File: config.mk
export PLATFORM = sky130hd
export DESIGN_NAME = xy_mode_counter
export DESIGN_NICKNAME = d
export VERILOG_FILES = /design/src/rtl/xy_mode_counter.sv
export SDC_FILE = /design/constraint.sdc
export NUM_CORES = 1
export LEC_CHECK = 0
export BUFFER_PORTS_ARGS = -buffer_cell sky130_fd_sc_hd__buf_2
export CAP_MARGIN = 20
export CORE_MARGIN = 4
export CORE_UTILIZATION = 46
export DETAILED_ROUTE_END_ITERATION = 7
export GPL_TIMING_DRIVEN = 0
export PLACE_DENSITY = 0.8
export SLEW_MARGIN = 40
export SYNTH_ARGS = -nofsm -noshare
export SYNTH_HDL_FRONTEND = slang
export SYNTH_SLANG_ARGS = --single-unit
File: constraint.sdc
create_clock -name clk -period 1.3 [get_ports clk]
set_clock_uncertainty 0.15 [all_clocks]
set_input_delay 0.065 -clock clk [delete_from_list [all_inputs] [get_ports clk]]
set_output_delay 0.065 -clock clk [all_outputs]
set_load 0.005 [all_outputs]
File: src/rtl/xy_mode_counter.sv
// Two-switch controlled counter: {X,Y} selects hold/up/down/clear, debounced over two samples.
// Optional XY_SATURATE_EN: clamp at 0/MAX instead of wrapping modulo MAX+1.
module xy_mode_counter #(
  parameter int WIDTH = 4,
  parameter int MAX   = 15,
  parameter int STEP  = 1
) (
  input  logic             clk,
  input  logic             reset,
  input  logic             en,
  input  logic             X,
  input  logic             Y,
  output logic [WIDTH-1:0] Z,
  output logic             ovf,
  output logic             udf,
  output logic [1:0]       mode
);

  typedef enum logic [1:0] {
    IDLE = 2'b00,
    UP   = 2'b01,
    DOWN = 2'b10,
    CLR  = 2'b11
  } mode_t;

  // One spare bit so Z+STEP and Z+MAX+1 never overflow.
  localparam logic [WIDTH:0] MAX_W  = (WIDTH+1)'(MAX);
  localparam logic [WIDTH:0] STEP_W = (WIDTH+1)'(STEP);
  localparam logic [WIDTH:0] MOD_W  = MAX_W + 1'b1;

  mode_t            state;
  mode_t            cmd;
  mode_t            pending;
  logic             pending_valid;

  logic [WIDTH:0]   z_ext;
  logic [WIDTH:0]   up_sum;
  logic             up_wrap;
  logic             down_wrap;
  logic [WIDTH-1:0] up_z;
  logic [WIDTH-1:0] down_z;

  assign cmd  = mode_t'({X, Y});
  assign mode = state;

  always_comb begin
    z_ext     = {1'b0, Z};
    up_sum    = z_ext + STEP_W;
    up_wrap   = (up_sum > MAX_W);
    down_wrap = (z_ext < STEP_W);
`ifdef XY_SATURATE_EN
    up_z   = up_wrap   ? WIDTH'(MAX_W) : WIDTH'(up_sum);
    down_z = down_wrap ? '0            : WIDTH'(z_ext - STEP_W);
`else
    up_z   = up_wrap   ? WIDTH'(up_sum - MOD_W)         : WIDTH'(up_sum);
    down_z = down_wrap ? WIDTH'(z_ext + MOD_W - STEP_W) : WIDTH'(z_ext - STEP_W);
`endif
  end

  always_ff @(posedge clk or negedge reset) begin
    if (!reset) begin
      state         <= IDLE;
      pending       <= IDLE;
      pending_valid <= 1'b0;
      Z             <= '0;
      ovf           <= 1'b0;
      udf           <= 1'b0;
    end else begin
      // A new command must be seen on two consecutive edges before the mode moves.
      if (cmd == state) begin
        pending_valid <= 1'b0;
      end else if (pending_valid && (pending == cmd)) begin
        state         <= cmd;
        pending_valid <= 1'b0;
      end else begin
        pending       <= cmd;
        pending_valid <= 1'b1;
      end

      ovf <= 1'b0;
      udf <= 1'b0;
      // Datapath follows the mode held before this edge.
      unique case (state)
        IDLE: Z <= Z;
        UP: begin
          if (en) begin
            Z   <= up_z;
            ovf <= up_wrap;
          end
        end
        DOWN: begin
          if (en) begin
            Z   <= down_z;
            udf <= down_wrap;
          end
        end
        CLR: Z <= '0;
        default: Z <= Z;
      endcase
    end
  end

endmodule
After elaboration in Yosys (flattened, before gate mapping)
Index checks and enable logic that the tools add are counted.

word-level totals
  logic and storage cells = 39
  output and inout bits = 8
  input bits = 5
  bits in registers = 11

operators by class
  order comparisons = 2
  bitwise gates (word level) = 3
  add/subtract/negate cells = 5
  reductions and logical operators = 5
  equal/unequal tests = 7
  multiplexer cells = 11

operators by type and width
  operator               number
  $mux W4                4
  $pmux W4 S3            1
  $sub A4 B1 Y4 const B  3
  $mux W1                6
  $add A4 B1 Y5 const B  1
  $gt A5 B4 Y1 const B   1
  $add A4 B1 Y4 const B  1
  $eq A2 B2 Y1           2
  $eq A2 B2 Y1 const B   2
  $lt A4 B1 Y1 const B   1
  $ne A2 B2 Y1 const B   2
  $reduce_and A2 Y1      2
  $not A1 Y1             3
  $reduce_and A3 Y1      1
  $eq A2 B1 Y1 const B   1
  $logic_not A2 Y1       1
  $logic_and A1 B1 Y1    1

Depth between registers and ports, before layout
Gate-level depths: netlist of run 1.

  depth in word-level cells = 5
  mapped depth = 5
  mapped depth without buffers = 5

Least setup slack after synthesis of run 1
No wires, ideal clock.

  path kind = register -> register
  start point = reg Z[0]
  end point = reg Z[1]
  slack = -77 ps
  stages on the path, launching flop included = 6
  library setup time = 104 ps
  arrival = 1124 ps
  cell sequence = dfrtp_1 > inv_1 > ha_1 > nand2_1 > nand2_1 > a221oi_1

between the ends
  word-level cells in the longest chain between the ends = 5
  elaborated cells between the ends (all ways) = 12

ends and longest elaborated chain
  what                                                   line    source
  from (decl)                                            13      output logic [WIDTH-1:0] Z,
  from (signal assigned)                                 87      Z <= up_z;
  from (signal assigned)                                 93      Z <= down_z;
  $add A4 B1 Y4 / $add A4 B1 Y5 (equally long branches)  56, 48
  $sub A4 B1 Y4, or another cell as far along            56      down_z = down_wrap ? WIDTH'(z_ext + MOD_W - STEP_W) : WIDTH'(z_ext - STEP_W);
  $mux W4 (on tied branches)                             56, 55
  $mux W4 (on tied branches)                             92, 86
  $pmux W4 S3 (*)                                        83      unique case (state)

Mark *: on every way between the ends. The rest lies on a longest branch, timed or not. The select of a mux whose other input is x is not followed.
A chain may end at the register's enable or synchronous reset.

Worst setup path after layout of run 1
  start point = reg Z[0]
  end point = reg Z[2]

The elaborated chain is that of the path after synthesis.

==> results by group, run 1 <==
Synth
  • Ys flop type: dfrtp_1
  • Asr flop ratio synth: 100%
  • Sequential share of the synthesized area: 42.1%
  • Largest area contributor in the netlist: dfrtp_1
  • Ys Warns: 0
  • Register bit total from synthesis: 11
  • EDFF count, synth: 0
  • Post-Syn Area: around 650 um^2
  • Syn nets: between 70 and 80
  • Synth area leaders: dfrtp_1 (42%), xnor2_1 (6.7%), ha_1 (5.7%)
  • Post-Syn Instances: about 70
  • Yosys top cell area share: a little over two fifths
  • Post-Syn Area per Cell: approximately 9.5 um^2
  • Cell variety after synth: 30

Place
  • Final GP Congestion: 0.808
  • DP Wirelength: roughly 940 um
  • Number of port buffers: 12
  • Placed cell areas: 752 um^2
  • Placed cell count: 96

Timing
  • Endpoints failing setup: 3
  • Setup TNS: -0.0737 ns
  • Final worst slack: -0.0345 ns
  • RSZ-0062 raised after global routing: yes
  • Fmax: ~0.75 GHz
  • Slew headroom: between 80% and 90%
  • Period utilisation layout: 103%
  • Slew Limit Fails: 0
  • Worst Max-Slew Pin Slew: approximately 0.29 ns
  • Hold Fails Final Rpt: 0
  • Post-route minimum period: approximately 1.3 ns

Detailed routing
  • Pre-antenna DRT Iters: 3
  • Post-route ant nets: 0
  • DRC viols: 0
  • Vias: 613
  • 1st-iter DRT viols: 19
  • Final WL: roughly 1500 um
  • WL/cell: 14.0 um
  • Number of vias per cell: about 5.6

Setup path
  • Crit-path cells: ha_2 > a21o_1 > a31oi_1 > nor2_1
  • CP arrival: 1.35 ns
  • Crit Path Class: reg -> reg
  • Worst setup SP type: flop
  • CP max stage cell: dfrtp_2
  • WP data required: approximately 1.3 ns
  • Max stage delay on crit path: 0.46 ns
  • CP max FO: 5
  • Crit path capture type: flop

Power and ir drop
  • Pwr/cell area: ~2200 nW/um^2
  • Leak: around 0.41 nW
  • Design Power: between 2 and 2.5 mW
  • VDD IR-drop max: 1130 uV

Clock network
  • Clk pin slew, worst setup/hold paths: ~0.080 ns
  • Root buffer cell: clkbuf_4
  • CTS buffer count: 3
  • CTS tree: yes
  • Clk_lat worst skew: between 0.2 and 0.3 ns
  • H-tree levels: 1
  • Clk buf depth: 2
  • CTS Sinks: 11

Die
  • Row count: 13
  • # IOs: 13
  • Die height: about 46 um
  • Die width: around 46 um
  • Total die area: about 2100 um^2
  • Starting density of the core: approximately half
  • Core Box Area: between 1000 and 1500 um^2

Final layout
  • P&R area growth vs syn: 41.9%
  • Filler instances: between 90 and 100
  • Area of the multi-input gates: approximately 410 um^2
  • Seq. cell area: ~280 um^2
  • Finished Cell Area: 928 um^2
  • Final net count: approximately 100
  • Non-filler cells in the finished layout: roughly 110
  • Commonest non-fill, non-tap cell in the layout: buf_2
  • ANT cells: 0
  • Layout cells sized above 1: 43.6%
  • Commonest cells after routing, fill and taps aside: buf_2 (12), dfrtp_1 (6)

Status
  • Status: complete, but fails checks
  • Violated checks: negative setup slack

Job
  • Number of max-cap violations: 0

Global route
  • Total global routing overflow: 0
  • Initial antenna violation count: 0
  • Number of global-route vias before repair: roughly 570
  • GRT Overall Usage: around 17%
  • First-pass GRT wire length: about 2500 um
  • Largest net degree at the start of global routing: 12

Hold path
  • Hold Path Class: in -> async
## where the power goes
part / internal (mW) / switching (mW)
sequential: 0.487 / 0.232
combinational: 0.597 / 0.510
clock: 0.119 / 0.124
total: 1.20 / 0.865
## worst max-delay path: cells and delay by family, from the launching register on
kind            cells  cell delay (ns)
fa+ha+maj           1             0.22
compound gates      2             0.32
simple gates        1             0.07
flops               1             0.46
## Yosys cell counts (2+ instances only)
cell       number
a21oi_1         4
a2bb2oi_1       2
a31oi_1         4
buf_2           2
dfrtp_1        11
ha_1            3
inv_1           7
nand2_1         3
nand2b_1        2
nand3_1         5
nor2_1          2
o21ai_0         2
xnor2_1         5
## sequential cells by signal, summed over array words and instances, names as in the netlist
register and flops:
pending_valid 1, Z 4, udf 1, ovf 1, mode 2, pending 2
## final timing paths
check | start | to | slack [ns] | cells past startpoint
min | reset | ovf | 0.03 | 2
max | Z[0] | Z[2] | -0.03 | 4
max in group asynchronous | reset | mode[1] | 0.75 | 2
min reg2reg | pending_valid | pending_valid | 0.41 | 1
min in group clk | en | Z[3] | 0.05 | 4
max reg2reg | Z[0] | Z[2] | -0.03 | 4
## cells by family (layout without fill, tap and decap cells)
kind of cell / after synthesis / after routing / share of synthesized area [%]
DFF: 11 / 11 / 42.1
AOI/OAI and AO/OA: 20 / 20 / 20.8
and+or+nand+nor: 20 / 20 / 17.6
buffers and inverters: 9 / 34 / 5.55
xor gates and xnor gates: 5 / 5 / 6.69
adders and majority gates: 3 / 3 / 5.74
muxes: 1 / 1 / 1.53
## stage by stage
step           utilization (%)  setup WS (ns)  hold slack [ns]
6_report                  70.5        -0.0345           0.0257
5_1_grt                   70.5         -0.103           0.0358
4_1_cts                   65.6        -0.0149           0.0367
3_5_place_dp              57.1        -0.0856           -0.201
3_3_place_gp              57.1        -0.0605           -0.200
2_1_floorplan                -       -0.00322           -0.381
## repair_timing
| action | 4_1_cts | 5_1_grt |
|---|---|---|
| hold endpoints to repair | 18 | 0 |
| gates cloned | 0 | 0 |
| gates resized for setup | 10 | 11 |
| hold buffers | 5 | 0 |
| pin swaps | 1 | 1 |
| setup buffers | 2 | 2 |
| setup endpoints to repair | 5 | 7 |
## routing by layer
metal	up-vias	wire, um	global-route usage (%)
met1	289	654	19.3
met3	2	115	7.91
li1	304	-	-
met5	-	0	0
met2	18	746	27.3
met4	0	7	5.11
## area by class of cell
| class | instances | share of cell area (%) |
|---|---|---|
| multi-input combinational | 49 | 44.5 |
| tap | 15 | 2.02 |
| clock buffer | 4 | 2.83 |
| sequential | 11 | 30.3 |
| timing repair buffer | 21 | 15.5 |
| inverter | 7 | 2.83 |
| buffer | 2 | 2.02 |
No activity file was read; power rests on OpenSTA's default activity.
==> run 2, diff against run 1 <==
- MAX_ROUTING_LAYER: not set -> met4
- TNS_END_PERCENT: not set -> 5
- clock period: 1.3 -> 1.1 ns (I/O delays scaled with it)
==> run 2 against run 1 <==
Compared with the run above: the flow still finishes with violations (negative setup slack); first-iteration DRC count shrank 47%; sequential share of layout area grew 0.72 points; combinational power grew 15%; sequential power grew 20%.
==> results by group, run 2 (synthesis gave the netlist of run 1 again) <==
Global route
  • Largest net degree at the start of global routing: 12
  • GRT Overall Usage: 17.3%
  • Initial antenna violation count: 0
  • First-pass GRT wire length: 2500 um
  • Number of global-route vias before repair: 570
  • Total global routing overflow: 0

Place
  • DP Wirelength: between 1000 and 1500 um
  • Number of port buffers: 12
  • Final GP Congestion: between 0.8 and 0.9
  • Placed cell count: 96

Timing
  • Post-route minimum period: ~1.4 ns
  • Slew headroom: 83.3%
  • Fmax: between 0.7 and 0.8 GHz
  • RSZ-0062 raised after global routing: yes
  • Endpoints failing setup: 12
  • Hold Fails Final Rpt: 0
  • Slew Limit Fails: 0
  • Setup TNS: -1.62 ns
  • Worst Max-Slew Pin Slew: roughly 0.25 ns
  • Final worst slack: -0.276 ns
  • Period utilisation layout: 125%

Final layout
  • P&R area growth vs syn: 39.2%
  • Commonest cells after routing, fill and taps aside: buf_2 (12), dfrtp_2 (6), dfrtp_1 (5), nand3_1 (5)
  • ANT cells: 0
  • Non-filler cells in the finished layout: 106
  • Final net count: 100
  • Layout cells sized above 1: between 40% and 50%
  • Commonest non-fill, non-tap cell in the layout: buf_2
  • Max reg flops: 4
  • Top reg by flops: Z

Power and ir drop
  • Pwr/cell area: approximately 2700 nW/um^2
  • Leak: ~0.40 nW
  • VDD IR-drop max: between 1000 and 1500 uV

Status
  • Violated checks: negative setup slack
  • Status: complete, but fails checks

Setup path
  • Worst setup SP type: flop
  • CP arrival: around 1.4 ns
  • CP max stage cell: dfrtp_2
  • WP data required: 1.12 ns
  • CP max FO: 5
  • Crit path capture type: flop
  • Crit Path Class: reg -> reg
  • Top delay family on crit path: flip-flops
  • Critical path buffers and inverters: 0
  • Crit-path cells: ha_2 > a21o_1 > a31oi_1 > nor2_1
  • Max stage delay on crit path: 0.47 ns

Detailed routing
  • Post-route ant nets: 0
  • Number of vias per cell: 5.61
  • Final WL: approximately 1500 um
  • Pre-antenna DRT Iters: 4
  • Vias: a little under 600
  • WL/cell: 14.2 um
  • DRC viols: 0
  • 1st-iter DRT viols: 10

Clock network
  • H-tree levels: 1
  • Clk pin slew, worst setup/hold paths: about 0.070 ns
  • CTS tree: yes
  • CTS buffer count: 3
  • Clk_lat worst skew: 0.27 ns
  • CTS Sinks: 11
  • Clk buf depth: 2
  • Root buffer cell: clkbuf_4

Die
  • Die height: 45.7 um
  • Core Box Area: 1320 um^2
  • Row count: 13
  • Die width: 45.7 um
  • Starting density of the core: ~50%
  • Total die area: approximately 2100 um^2
  • # IOs: 13

Hold path
  • Hold Path Class: in -> reg

Job
  • Number of max-cap violations: 0
run 2: final timing paths:
check                       from         end  slack (ns)  cells after the start
setup / recovery            Z[0]        Z[2]       -0.28                      4
hold / removal                en        Z[1]       0.007                      4
setup reg to reg            Z[0]        Z[2]       -0.28                      4
hold reg to reg             Z[2]         udf        0.41                      1
max in group asynchronous  reset  pending[1]        0.56                      2
min in group asynchronous  reset         udf        0.02                      2
run 2: what timing repair did:
item	in CTS	in global routing
hold endpoints to repair	17	0
setup endpoints to repair	13	15
hold buffers	4	0
gates resized for setup	8	11
buffers inserted	0	2
pin swaps	0	6
run 2: final cells by class:
class                      instances  area (um^2)
buffer                             2         22.5
inverter                           7         31.3
tap                               15         18.8
fill                              97          407
clock buffer                       4         26.3
sequential                        11          283
timing repair buffer              18          115
multi-input combinational         49          414
run 2: where the power goes:
group | leakage, nW | internal [mW] | switching, mW | total [mW]
registers | 0.124 | 0.579 | 0.287 | 0.866
clock network | 0.0150 | 0.141 | 0.144 | 0.284
logic | 0.264 | 0.681 | 0.601 | 1.28
total | 0.404 | 1.40 | 1.03 | 2.43
run 2: layer usage:
layer  wire (um)  GRT usage (%)
met1         649           20.9
met3          94           3.56
met4          29           6.82
met2         731           28.1
met5           0              -
run 2: per-stage QoR:
step	util [%]	area, um^2	power (mW)	setup WS (ns)	hold WS (ns)
after floorplan	-	683	1.56	-0.175	-0.391
after global placement	57.8	762	1.83	-0.232	-0.211
after detailed placement	57.8	762	1.87	-0.255	-0.212
after CTS	64.5	850	2.23	-0.236	0.00142
after global routing	69.1	911	2.61	-0.300	0.0321
final	69.1	911	2.43	-0.276	0.00745
run 2: worst min-delay path: cells and delay by family:
kind                   cells  cell delay (ns)
AO/OA/AOI/OAI              1             0.05
buffers and inverters      1             0.17
AND/OR/NAND/NOR            2             0.12
